==> config.mk <==
export PLATFORM = sky130hd
export DESIGN_NAME = od_ttc_calc
export DESIGN_NICKNAME = d
export VERILOG_FILES = /design/src/rtl/od_ttc_calc.sv
export SDC_FILE = /design/constraint.sdc
export NUM_CORES = 1
export LEC_CHECK = 0
export ABC_AREA = 1
export BUFFER_PORTS_ARGS = -buffer_cell sky130_fd_sc_hd__buf_4
export CORE_UTILIZATION = 55
export CTS_BUF_LIST = sky130_fd_sc_hd__clkbuf_16
export DETAILED_ROUTE_END_ITERATION = 8
export GPL_TIMING_DRIVEN = 0
export PLACE_DENSITY_LB_ADDON = 0.3
export SETUP_SLACK_MARGIN = 0.2
export SLEW_MARGIN = 10
export SYNTH_ARGS = -nofsm -noshare
export SYNTH_HDL_FRONTEND = slang
export SYNTH_SLANG_ARGS = --single-unit
==> constraint.sdc <==
create_clock -name clk -period 3.3 [get_ports clk]
set_clock_uncertainty 0.15 [all_clocks]
set_input_delay 0.33 -clock clk [delete_from_list [all_inputs] [get_ports clk]]
set_output_delay 0.33 -clock clk [all_outputs]
set_load 0.02 [all_outputs]
==> src/rtl/od_ttc_calc.sv <==
// od_ttc_calc: time-to-collision calculator.
// Clamps distance (cm), multiplies by SCALE and divides by speed (km/h) with a
// restoring divider, one quotient bit per cycle. The result is in 10 us units.
// Optional build macro: OD_TTC_ROUND_EN (round-half-up quotient instead of truncation).
module od_ttc_calc #(
   parameter int DIST_W      = 9,
   parameter int MAX_DIST_CM = 400,
   parameter int SCALE       = 3600,
   parameter int OUT_W       = 23
) (
   input  logic              clk,
   input  logic              rst,
   input  logic              start,
   input  logic [DIST_W-1:0] distance,
   input  logic [7:0]        speed,
   output logic              busy,
   output logic              valid,
   output logic [OUT_W-1:0]  time_taken,
   output logic              div_zero
);

   localparam int QW = 21;
   localparam logic [DIST_W-1:0] MAX_D = DIST_W'(MAX_DIST_CM);

   typedef enum logic [1:0] {IDLE, MULT, DIV, DONE} state_t;

   state_t            state;
   state_t            state_nxt;
   logic [DIST_W-1:0] d_reg;
   logic [7:0]        s_reg;
   logic [QW-1:0]     dividend;
   logic [QW-1:0]     quot;
   logic [8:0]        rem;
   logic [4:0]        cnt;
   logic              sat;

   logic [QW-1:0]     d_ext;
   logic [QW-1:0]     prod;
   logic [9:0]        trial;
   logic              qbit;
   logic [8:0]        rem_nxt;
   logic [QW-1:0]     quot_nxt;

   assign d_ext = QW'(d_reg);

   // Dividend: d * SCALE (shift-add for the default 3600 = 2048+1024+512+16), plus optional rounding bias.
   always_comb begin
      prod = '0;
      if (SCALE == 3600)
         prod = (d_ext << 11) + (d_ext << 10) + (d_ext << 9) + (d_ext << 4);
      else
         prod = QW'(d_ext * SCALE);
`ifdef OD_TTC_ROUND_EN
      prod = prod + QW'(s_reg >> 1);
`else
      prod = prod;
`endif
   end

   // One restoring-division step: shift in the next dividend MSB and try to subtract the divisor.
   always_comb begin
      trial    = {rem, dividend[QW-1]};
      qbit     = (trial >= {2'b00, s_reg});
      rem_nxt  = qbit ? 9'(trial - {2'b00, s_reg}) : trial[8:0];
      quot_nxt = {quot[QW-2:0], qbit};
   end

   // State register.
   always_ff @(posedge clk or negedge rst) begin
      if (!rst) state <= IDLE;
      else      state <= state_nxt;
   end

   // Next-state logic and status outputs.
   always_comb begin
      state_nxt = state;
      busy      = (state != IDLE);
      valid     = (state == DONE);
      case (state)
         IDLE:    if (start) state_nxt = MULT;
         MULT:    state_nxt = DIV;
         DIV:     if (cnt == 5'd0) state_nxt = DONE;
         DONE:    state_nxt = IDLE;
         default: state_nxt = IDLE;
      endcase
   end

   // Datapath: capture, multiply, divide and result registers.
   // The zero-speed path makes a single dummy DIV pass (counter 0) so its
   // valid lands two edges after the start edge, one edge after MULT.
   always_ff @(posedge clk or negedge rst) begin
      if (!rst) begin
         d_reg      <= '0;
         s_reg      <= '0;
         dividend   <= '0;
         quot       <= '0;
         rem        <= '0;
         cnt        <= '0;
         sat        <= 1'b0;
         time_taken <= '0;
         div_zero   <= 1'b0;
      end else begin
         case (state)
            IDLE: begin
               if (start) begin
                  d_reg <= (distance > MAX_D) ? MAX_D : distance;
                  s_reg <= speed;
               end
            end
            MULT: begin
               dividend <= prod;
               quot     <= '0;
               rem      <= '0;
               sat      <= (s_reg == 8'd0);
               cnt      <= (s_reg == 8'd0) ? 5'd0 : 5'd20;
            end
            DIV: begin
               dividend <= dividend << 1;
               rem      <= rem_nxt;
               quot     <= quot_nxt;
               cnt      <= cnt - 5'd1;
               if (cnt == 5'd0) begin
                  time_taken <= sat ? '1 : OUT_W'(quot_nxt);
                  div_zero   <= sat;
               end
            end
            default: ;
         endcase
      end
   end

endmodule

* After elaboration in Yosys (flattened, before gate mapping)
Cells that the tools add are included.
** Operators by class
- Add/sub/neg operators :: 5
- Order comparisons :: 2
- Equal/unequal tests :: 5
- Mux-type cells :: 11
- Reductions and logical operators :: 8
** Operators with widths (number)
- case mux 21 bit (2 select lines) :: 1
- case mux 20 bit (2 select lines) :: 1
- 2-to-1 mux 23 bit :: 1
- adder 20 x 19 -> 21 bit :: 1
- adder 21 x 13 -> 21 bit :: 1
- adder 21 x 18 -> 21 bit :: 1
- 2-to-1 mux 9 bit :: 2
- case mux 9 bit (2 select lines) :: 1
- greater-or-equal comparator 10 x 8 -> 1 bit :: 1
- case mux 5 bit (2 select lines) :: 1
- greater-than comparator 9 bit (second input constant) :: 1
- subtractor 9 x 8 -> 9 bit :: 1
- zero test 8 bit :: 1
- case mux 2 bit (4 select lines) :: 1
- AND reduction 2 bit :: 3
- zero test 5 bit :: 1
- 2-to-1 mux 5 bit :: 1
- subtractor 5 x 1 -> 5 bit (second input constant) :: 1
- == test 2 bit (second input constant) :: 2
- 2-to-1 mux 2 bit :: 2
- != test 2 bit (second input constant) :: 2
- nonzero test 2 bit :: 2
- == test 2 x 1 -> 1 bit (second input constant) :: 1
- zero test 2 bit :: 1
** Word-level totals
- Bits in registers :: 99
- Word-level logic and storage cells :: 41

* Depth between registers and ports, before layout
Gate-level depths: netlist of run 1.
- Depth in word-level cells :: 4
- Gate-level depth with buffers :: 13
- Mapped depth without buffers :: 12

* Least setup slack after synthesis of run 1
No wires, ideal clock.
- Kind :: reg-to-reg
- From :: reg d_reg[0]
- To :: reg dividend[17]
- Library setup time :: 0.124 ns
- Arrival :: 2.688 ns
- Data required time :: 3.026 ns
- Slack :: 0.338 ns
- Cell stages (with the launch flop) :: 12
- Buffers on the path :: 0
- Clock period less this slack :: 2.962 ns
- Path through :: dfrtp_1 > inv_1 > fa_1 > inv_1 > fa_1 > ha_1 > fa_1 > nand3_1 > nand3_1 > a21oi_1 > xor2_1 > o21bai_1
** On the way
- Word-level cells in the longest chain between the ends :: 4
** RTL lines
- start, declared :: line 29 : logic [DIST_W-1:0] d_reg;
- start signal, assigned :: line 106 : d_reg <= (distance > MAX_D) ? MAX_D : distance;
- adder 20 x 19 -> 21 bit :: line 50 : prod = (d_ext << 11) + (d_ext << 10) + (d_ext << 9) + (d_ext << 4);
- adder 21 x 18 -> 21 bit :: line 50
- adder 21 x 13 -> 21 bit (*) :: line 50
- case mux 21 bit (2 select lines) (*) :: line 103 : case (state)
- end signal, assigned :: line 111 : dividend <= prod;
- end signal, assigned :: line 118 : dividend <= dividend << 1;
- end, declared :: line 31 : logic [QW-1:0] dividend;
Mark *: on every way between the ends. The rest lies on a longest branch, timed or not.
A chain may end at the register's enable or synchronous reset.

* Final worst setup path of run 1
- From :: reg d_reg[3]
- To :: reg dividend[17]
Same word-level chain as after synthesis.

==> out/metrics.yaml, run 1 <==
worst-path-max-fanout: 5
largest_register: "time_taken"
io_buffers: 45
drive_gt1_share_pct: 14.40
slowest_stage: "fa_1"
avgSynthCellArea_um2: 8.873
drcViolationCount: 0
wl_met1_um: 4825
drt-total-wl_um: 10390
htree_levels: 3
grt_pass1_vias: 4029
dpl_cell_area_um2: 5628
relSlewSlack_pct: 46.58
routed.top_layer: "met4"
diodes: 0
ant_nets: 0
grt_usage_pct: 23.66
cp-start-kind: "flop"
yosys.area.top_type: "dfrtp_1"
synth-main-ff-cell: "dfrtp_1"
syn-cell-area_um2: 5155
crit_path_end_kind: "flop"
clock_sinks: 93
coreArea_um2: 8891
largest_reg_flops: 22
dieHeight_um: 98.81
status: "finished clean"
wl_met2_um: 4955
die_x_um: 98.81
hold_violations: 0
cts-buffers-inserted: 9
required_ps: 3370
slowest_delay_ps: 510
worstMarginPinSlew_ps: 801.3
overflow: 0
grt_start_max_net_pins: 94
fin_setup_tns_ps: 0
synth-warning-count: 0
synth-seq-area-share_pct: 45.15
cts_tree: "yes"
crit_type: "reg2reg"
gp_congestion: 0.8089
rows: 34
worst_ep_arrival_time_ps: 3030
syn_inst: 581
post-dp-hpwl_um: 7613
fillers: 735
drtIter0Drc: 193
setup_viol: 0
maxCapViolCount: 0
largestRegisters: "time_taken (22), quot (20), dividend (17)"
vias_per_cell: 5.383
antenna_found_initial: 0
synth_cell_types: 31
clk_latency_ps: 340
dr_wl_met3_um: 447
initial_core_util_pct: 57.98
area_growth_pct: 16.09
synth-seq-cells: 93
max_freq_mhz: 338.2
grt_pass1_wl_um: 18240
rsz0062_at_grt: "false"
vias: 4059
path_cells: "inv_1, fa_1, fa_1, inv_1, fa_2, nand3_2, nand3_2, a21oi_2, xor2_1, o21bai_1"
nets: 709
async_reset_ff_share_pct: 100.0
io-pin-count: 46
die_area_um2: 9763
synth-edff-count: 0
min_period_ps: 2956
yosysTopAreaCellShare_pct: 45.15
synthTopCellsByArea: "dfrtp_1, nand2_1, ha_1, inv_1, fa_1"
cts_root_buffer: "clkbuf_16"
drt_pass1_iterations: 4
final_area_um2: 5984
finalMaxSlewViolations: 0
clk_path_buf_depth: 2
wl_per_cell_um: 13.78
fin_crit_sh_pct: 89.59
hold_path_class: "in2reg"
clk_pin_slew_ps: 70
synth_nets: 648
==> routing by layer <==
metal  vias to the layer above  global-route usage (%)
met4                         0                   5.626
met2                        97                   39.54
met1                      1928                   31.32
met5                         -                       0
li1                       2020                       -
met3                        14                   5.674
==> critical path: cells and delay by family, from the launching register on <==
kind,cells,cell delay (ps)
adders and majority gates,3,1410
DFF,1,370
buffers and inverters,2,290
AOI/OAI and AO/OA,2,250
and+or+nand+nor,2,210
xor gates and xnor gates,1,170
==> placed cells by master, fill, tap and decap left out, types with 8 or more instances in the layout <==
cell type,n
dfrtp_1,93
a21oi_1,14
a2bb2oi_1,20
buf_4,50
nand2_1,126
clkbuf_16,9
ha_1,33
nor2_1,14
o22ai_1,30
inv_1,106
nand4_1,13
buf_2,8
o21ai_0,27
nand3_1,29
fa_1,12
==> worst paths after layout <==
path	start	end	slack, ps	cells after the start
setup / recovery	d_reg[3]$_DFFE_PN0P_	dividend[17]$_DFFE_PN0P_	340	10
hold / removal	speed[0]	s_reg[0]$_DFFE_PN0P_	30	3
setup reg to reg	d_reg[3]$_DFFE_PN0P_	dividend[17]$_DFFE_PN0P_	340	10
hold reg to reg	time_taken[0]$_DFFE_PN0P_	time_taken[0]$_DFFE_PN0P_	350	2
max in group asynchronous	rst	s_reg[7]$_DFFE_PN0P_	1990	2
min in group asynchronous	rst	time_taken[15]$_DFFE_PN0P_	480	2
==> cells in the mapped netlist (all sizes together) (7+ instances only) <==
| cell type | instances |
|---|---|
| nand2 | 130 |
| inv | 109 |
| dfrtp | 93 |
| ha | 34 |
| nand3 | 31 |
| o22ai | 30 |
| o21ai | 27 |
| a2bb2oi | 20 |
| nor2 | 17 |
| a21oi | 16 |
| nand4 | 14 |
| buf | 13 |
| fa | 13 |
| clkbuf | 8 |
| xnor2 | 7 |
==> per-stage QoR <==
step                util, %  instances  worst slack [ps]  hold slack (ps)
CTS                   66.87        751             201.4            20.11
global route          67.31        754             235.5            47.71
finish                67.31        754             343.6            30.50
global placement      63.30        734             144.1            322.0
detailed placement    63.30        734             59.17            326.8
floorplan                 -        581             337.9           -115.6
==> final cells by class <==
class / count / area (µm²) / area share [%]
clock inverters: 6 / 68.82 / 1.150
plain buffers: 21 / 113.9 / 1.903
inverters: 109 / 409.1 / 6.837
flip-flops and latches: 93 / 2327 / 38.89
well taps: 108 / 135.1 / 2.258
clock buffers: 9 / 225.2 / 3.763
repair buffers: 50 / 381.6 / 6.377
multi-input cells: 358 / 2323 / 38.83
==> kinds of logic after synthesis <==
| logic type | share of synthesized area [%] |
|---|---|
| simple gates | 16.31 |
| buf+inv | 10.15 |
| compound gates | 13.40 |
| flops | 45.15 |
| fa+ha+maj | 13.30 |
| xor+xnor | 1.699 |
==> timing repair <==
action                                 CTS  global route
gates resized for setup                  4             4
hold buffers                             0             1
endpoints found under the hold margin    0            36
pin swaps                                0             2
setup buffers                            2             2
setup endpoints to repair                3             3
Power of run 1 is left out: the tool's default activity adds up to more than one toggle a clock period on the data nets, which glitch-free logic cannot reach.
==> run 2: changes to the inputs <==
--- a/config.mk
+++ b/config.mk
@@ -7,10 +7,12 @@
 export LEC_CHECK = 0
 export ABC_AREA = 1
 export BUFFER_PORTS_ARGS = -buffer_cell sky130_fd_sc_hd__buf_4
-export CORE_UTILIZATION = 55
+export CORE_MARGIN = 3
+export CORE_UTILIZATION = 60
 export CTS_BUF_LIST = sky130_fd_sc_hd__clkbuf_16
 export DETAILED_ROUTE_END_ITERATION = 8
 export GPL_TIMING_DRIVEN = 0
+export MAX_ROUTING_LAYER = met4
 export PLACE_DENSITY_LB_ADDON = 0.3
 export SETUP_SLACK_MARGIN = 0.2
 export SLEW_MARGIN = 10
==> run 2 against run 1 <==
Net effect: design area decreased by 0.46%; hold slack improved by 20 ps; sequential cell count unchanged; clock-buffer cell count unchanged; global-route usage is 0.75 points higher; critical path depth up 1; core utilization rose by 4.5 points; cell count down 0.80%; die area is 0.24% lower; worst setup slack worse by 80 ps; first-iteration DRC count rose by 16%; routed wire length rose by 5.3%.
==> out/metrics.yaml, run 2 (same netlist as run 1, synthesis figures left out) <==
post-dp-hpwl_um: 7857  # was 7613 µm
fin_crit_sh_pct: 92.02  # was 89.59%
clk_latency_ps: 330  # was 340 ps
ant_nets: 0  # unchanged
fin_setup_tns_ps: 0  # unchanged
crit_path_end_kind: "flop"  # unchanged
cts_root_buffer: "clkbuf_16"  # unchanged
cp_top_family: "adder cells"  # unchanged
htree_levels: 3  # unchanged
hold_path_class: "in2reg"  # unchanged
nets: 706  # was 709
area_growth_pct: 15.56  # was 16.09%
io_buffers: 45  # unchanged
cts-buffers-inserted: 9  # unchanged
drtIter0Drc: 224  # was 193
antenna_found_initial: 0  # unchanged
path_cells: "inv_2, fa_1, inv_1, fa_1, ha_2, fa_2, nand3_1, nand3_2, a21oi_2, xor2_1, o21bai_1"  # was inv_1, fa_1, fa_1, inv_1, fa_2, nand3_2, nand3_2, a21oi_2, xor2_1, o21bai_1
relSlewSlack_pct: 45.42  # was 46.58%
worst-path-max-fanout: 4  # was 5
layout_common_cells: "nand2_1, inv_1, dfrtp_1"  # unchanged
status: "finished clean"  # unchanged
wl_per_cell_um: 14.63  # was 13.78 µm
rows: 33  # was 34
multi_input_comb_area_um2: 2318  # was 2323 µm²
required_ps: 3360  # was 3370 ps
largestRegisters: "time_taken (22), quot (20), dividend (17)"  # unchanged
regArea_um2: 2327  # unchanged
rsz0062_at_grt: "true"  # was false
io-pin-count: 46  # unchanged
vias_per_cell: 5.488  # was 5.383
clk_path_buf_depth: 2  # unchanged
critPathBufInv: 2  # unchanged
clock_sinks: 93  # unchanged
drt_pass1_iterations: 5  # was 4
clk_pin_slew_ps: 70  # about the same
slowest_delay_ps: 510  # about the same
cts_tree: "yes"  # unchanged
fillers: 624  # was 735
initial_core_util_pct: 62.11  # was 57.98%
max_freq_mhz: 329.3  # was 338.2 MHz
drive_gt1_share_pct: 14.00  # was 14.40%
cp-start-kind: "flop"  # unchanged
largest_register: "time_taken"  # unchanged
setup_viol: 0  # unchanged
grt_pass1_wl_um: 18910  # was 18240 µm
gp_congestion: 0.8542  # was 0.8089
min_period_ps: 3037  # was 2956 ps
dieHeight_um: 98.69  # was 98.81 µm
layout_commonest_cell: "nand2_1"  # unchanged
worstMarginPinSlew_ps: 818.6  # was 801.3 ps
grt_pass1_vias: 4094  # was 4029
drt-total-wl_um: 10940  # was 10390 µm
diodes: 0  # unchanged
coreArea_um2: 8299  # was 8891 µm²
finalMaxSlewViolations: 0  # unchanged
grt_usage_pct: 24.42  # was 23.66%
overflow: 0  # unchanged
crit_type: "reg2reg"  # unchanged
die_x_um: 98.69  # was 98.81 µm
hold_violations: 0  # unchanged
vias: 4105  # was 4059
drcViolationCount: 0  # unchanged
slowest_stage: "fa_1"  # unchanged
grt_start_max_net_pins: 94  # unchanged
die_area_um2: 9740  # was 9763 µm²
worst_ep_arrival_time_ps: 3100  # was 3030 ps
cp_common_cell: "fa_1"
largest_reg_flops: 22  # unchanged
maxCapViolCount: 0  # unchanged
-- run 2: cell count changes in the layout (fill, tap and decap cells not counted) --
cell	previous run	this run
clkinv_4	0	2
inv_1	106	105
inv_6	3	2
inv_2	3	4
nand3_2	2	1
clkinv_2	1	0
nand3_1	29	30
buf_4	50	47
-- run 2: per-layer routing --
metal / GRT usage [%] / up-vias / routed length, µm
met5: - / - / 0
met4: 4.622 / 0 / 93
met3: 3.114 / 11 / 514
met2: 40.35 / 115 / 5350
met1: 33.02 / 1973 / 4986
li1: - / 2006 / -
-- run 2: worst paths after layout --
path                                           from                         end  slack (ps)  cells past startpoint
max                            d_reg[1]$_DFFE_PN0P_    dividend[17]$_DFFE_PN0P_         260                     11
min                                        speed[0]        s_reg[0]$_DFFE_PN0P_          50                      3
max reg2reg                    d_reg[1]$_DFFE_PN0P_    dividend[17]$_DFFE_PN0P_         260                     11
min reg2reg                dividend[11]$_DFFE_PN0P_    dividend[12]$_DFFE_PN0P_         350                      2
max in group asynchronous                       rst     dividend[8]$_DFFE_PN0P_        1960                      2
min in group asynchronous                       rst  time_taken[15]$_DFFE_PN0P_         490                      2
-- run 2: what timing repair did --
item                                   in CTS  in global routing
gates resized for setup                     5                  3
hold buffers                                0                  1
endpoints found under the hold margin       0                 25
setup endpoints to repair                   2                  3
setup buffers                               1                  0
cloned                                      0                  0
-- run 2: final cells by class --
type	count	area share [%]
plain buffers	21	1.911
multi-input cells	358	38.92
flip-flops and latches	93	39.07
clock buffers	9	3.781
clock inverters	6	1.218
inverters	109	6.868
repair buffers	47	6.028
well taps	105	2.205
-- run 2: stage by stage --
step	cell area [µm²]	std cells	utilization, %	hold WS (ps)	setup slack [ps]
2_1_floorplan	5155	581	-	-115.6	337.9
3_3_place_gp	5624	731	67.77	321.2	151.0
3_5_place_dp	5624	731	67.77	335.6	33.48
4_1_cts	5941	747	71.58	47.00	257.7
5_1_grt	5957	748	71.78	69.05	136.5
6_report	5957	748	71.78	50.95	263.3
-- run 2: worst reg2reg max path, stage by stage, from the launching register on --
cell      delay [ps]
dfrtp_1          380
inv_2             90
fa_1             510
inv_1             60
fa_1             480
ha_2             240
fa_2             360
nand3_1          110
nand3_2          120
a21oi_2          160
xor2_1           190
o21bai_1          80
Power of run 2 is left out for the same reason.
==> run 3: changes to the inputs <==
--- a/config.mk
+++ b/config.mk
@@ -7,8 +7,10 @@
 export LEC_CHECK = 0
 export ABC_AREA = 1
 export BUFFER_PORTS_ARGS = -buffer_cell sky130_fd_sc_hd__buf_4
+export CELL_PAD_IN_SITES_DETAIL_PLACEMENT = 0
+export CELL_PAD_IN_SITES_GLOBAL_PLACEMENT = 1
 export CORE_MARGIN = 3
-export CORE_UTILIZATION = 60
+export CORE_UTILIZATION = 46
 export CTS_BUF_LIST = sky130_fd_sc_hd__clkbuf_16
 export DETAILED_ROUTE_END_ITERATION = 8
 export GPL_TIMING_DRIVEN = 0
==> run 3 against run 2 <==
Net effect: hold slack worse by 13 ps; die area increased by 28%; cell count increased by 4.9%; worst setup slack improved by 54 ps; critical path depth did not move.
==> out/metrics.yaml, run 3 (same netlist as run 1, synthesis figures left out) <==
status: "finished clean"  # unchanged
worst-path-max-fanout: 3  # was 4
wl_per_cell_um: 13.83  # was 14.63 µm
vias_per_cell: 5.085  # was 5.488
crit_path_end_kind: "flop"  # unchanged
grt_use_met2_pct: 28.78  # was 40.35%
min_period_ps: 2983  # was 3037 ps
htree_levels: 3  # unchanged
max_freq_mhz: 335.3  # was 329.3 MHz
coreArea_um2: 10890  # was 8299 µm²
post-dp-hpwl_um: 8021  # was 7857 µm
layout_common_cells: "nand2_1, inv_1, dfrtp_1"  # unchanged
ant_nets: 0  # unchanged
use_met3_pct: 2.446  # was 3.114%
worstHoldEndpoint: "s_reg[5]$_DFFE_PN0P_"  # was s_reg[0]$_DFFE_PN0P_
grt_pass1_wl_um: 18890  # was 18910 µm
critPathBufInv: 2  # unchanged
layout_commonest_cell: "nand2_1"  # unchanged
top_usage_layer: "met2"  # unchanged
largest_reg_flops: 22  # unchanged
hold_violations: 0  # unchanged
fin_setup_tns_ps: 0  # unchanged
r2r_start: "d_reg[0]$_DFFE_PN0P_"  # was d_reg[1]$_DFFE_PN0P_
holdWs_ps: 37.74  # was 50.95 ps
die_area_um2: 12510  # was 9740 µm²
cts_tree: "yes"  # unchanged
largestRegisters: "time_taken (22), quot (20), dividend (17)"  # unchanged
cp_top_family: "adder cells"  # unchanged
diodes: 0  # unchanged
relSlewSlack_pct: 44.90  # was 45.42%
cts-buffers-inserted: 9  # unchanged
drive_gt1_share_pct: 14.11  # was 14.00%
finalMaxSlewViolations: 0  # unchanged
grt_usage_pct: 18.92  # was 24.42%
slowest_stage: "fa_1"  # unchanged
drtIter0Drc: 305  # was 224
antenna_found_initial: 0  # unchanged
drt-total-wl_um: 10860  # was 10940 µm
worst_ep_arrival_time_ps: 3060  # was 3100 ps
worst_r2r_path_depth: 11  # unchanged
rows: 38  # was 33
io_buffers: 45  # unchanged
clk_latency_ps: 340  # was 330 ps
final_area_um2: 5992  # was 5957 µm²
largest_register: "time_taken"  # unchanged
crit_type: "reg2reg"  # unchanged
vias: 3992  # was 4105
io-pin-count: 46  # unchanged
min_from: "speed[5]"  # was speed[0]
cts_root_buffer: "clkbuf_16"  # unchanged
cp-start-kind: "flop"  # unchanged
clk_path_buf_depth: 2  # unchanged
grt_pass1_vias: 3949  # was 4094
clk_pin_slew_ps: 70  # about the same
r2r_end: "dividend[17]$_DFFE_PN0P_"  # unchanged
grt_start_max_net_pins: 94  # unchanged
die_x_um: 111.9  # was 98.69 µm
path_cells: "inv_2, fa_1, inv_1, fa_1, ha_4, fa_2, nand3_1, nand3_2, a21oi_2, xor2_1, o21bai_1"  # was inv_2, fa_1, inv_1, fa_1, ha_2, fa_2, nand3_1, nand3_2, a21oi_2, xor2_1, o21bai_1
clock_sinks: 93  # unchanged
setup_viol: 0  # unchanged
nets: 708  # was 706
grtUsageMet1_pct: 26.37  # was 33.02%
maxCapViolCount: 0  # unchanged
slowest_delay_ps: 540  # was 510 ps
fillers: 999  # was 624
rsz0062_at_grt: "true"  # unchanged
cp_common_cell: "fa_1"  # unchanged
drt_pass1_iterations: 4  # was 5
required_ps: 3370  # was 3360 ps
regToRegSetupSlack_ps: 320  # was 260 ps
fin_ws_ps: 317.5  # was 263.3 ps
area_growth_pct: 16.24  # was 15.56%
initial_core_util_pct: 47.35  # was 62.11%
hold_path_class: "in2reg"  # unchanged
overflow: 0  # unchanged
hold_depth: 3  # unchanged
worstMarginPinSlew_ps: 826.5  # was 818.6 ps
pre_cts_ws_ps: 45.83  # was 33.48 ps
fin_crit_sh_pct: 90.38  # was 92.02%
drcViolationCount: 0  # unchanged
gp_congestion: 0.8224  # was 0.8542
dieHeight_um: 111.9  # was 98.69 µm
dpl_cell_area_um2: 5668  # was 5624 µm²
==> run 3: cell count changes in the layout (fill, tap and decap cells not counted), sizes merged <==
cell | before | now
bufinv | 1 | 0
buf | 59 | 61
clkinv | 2 | 3
==> run 3: cell type report <==
type	instances	area [µm²]	area share, %
Clock inverter	6	38.79	0.6473
Buffer	21	113.9	1.900
Timing Repair Buffer	49	374.1	6.243
Clock buffer	9	225.2	3.759
Tap cell	140	175.2	2.923
Sequential cell	93	2327	38.84
Inverter	109	409.1	6.828
Multi-Input combinational cell	358	2328	38.86
==> run 3: routing by layer <==
| metal | vias to the layer above | part of all wire [%] |
|---|---|---|
| li1 | 2007 | - |
| met1 | 1883 | 48 |
| met2 | 93 | 46 |
| met3 | 9 | 4.7 |
| met4 | 0 | 0.95 |
| met5 | - | 0 |
==> run 3: how the worst max path moves through the flow <==
| stage | cells after the start | slack, ps | startpoint | endpoint |
|---|---|---|---|---|
| after floorplan | 11 | 340 | d_reg[0]$_DFFE_PN0P_ | dividend[17]$_DFFE_PN0P_ |
| after global placement | 11 | 110 | d_reg[0]$_DFFE_PN0P_ | dividend[17]$_DFFE_PN0P_ |
| after detailed placement | 11 | 50 | d_reg[0]$_DFFE_PN0P_ | dividend[17]$_DFFE_PN0P_ |
| after CTS | 11 | 210 | d_reg[0]$_DFFE_PN0P_ | dividend[17]$_DFFE_PN0P_ |
| after global routing | 11 | 190 | d_reg[0]$_DFFE_PN0P_ | dividend[17]$_DFFE_PN0P_ |
| final | 11 | 320 | d_reg[0]$_DFFE_PN0P_ | dividend[17]$_DFFE_PN0P_ |
==> run 3: worst register-to-register path: stages, from the launching register on <==
cell and delay, ps:
dfrtp_1 360, inv_2 70, fa_1 540, inv_1 50, fa_1 490, ha_4 190, fa_2 350, nand3_1 100
nand3_2 110, a21oi_2 170, xor2_1 200, o21bai_1 80
==> run 3: timing repair <==
action	CTS	global route
setup endpoints to repair	3	3
hold buffers	0	1
endpoints found under the hold margin	0	21
setup buffers	1	2
pin swaps	0	3
gates resized for setup	5	4
==> run 3: through the flow <==
step | cells | util (%)
2_1_floorplan | 581 | -
3_3_place_gp | 766 | 52.06
3_5_place_dp | 766 | 52.06
4_1_cts | 782 | 54.65
5_1_grt | 785 | 55.03
6_report | 785 | 55.03
Power of run 3 is left out for the same reason.
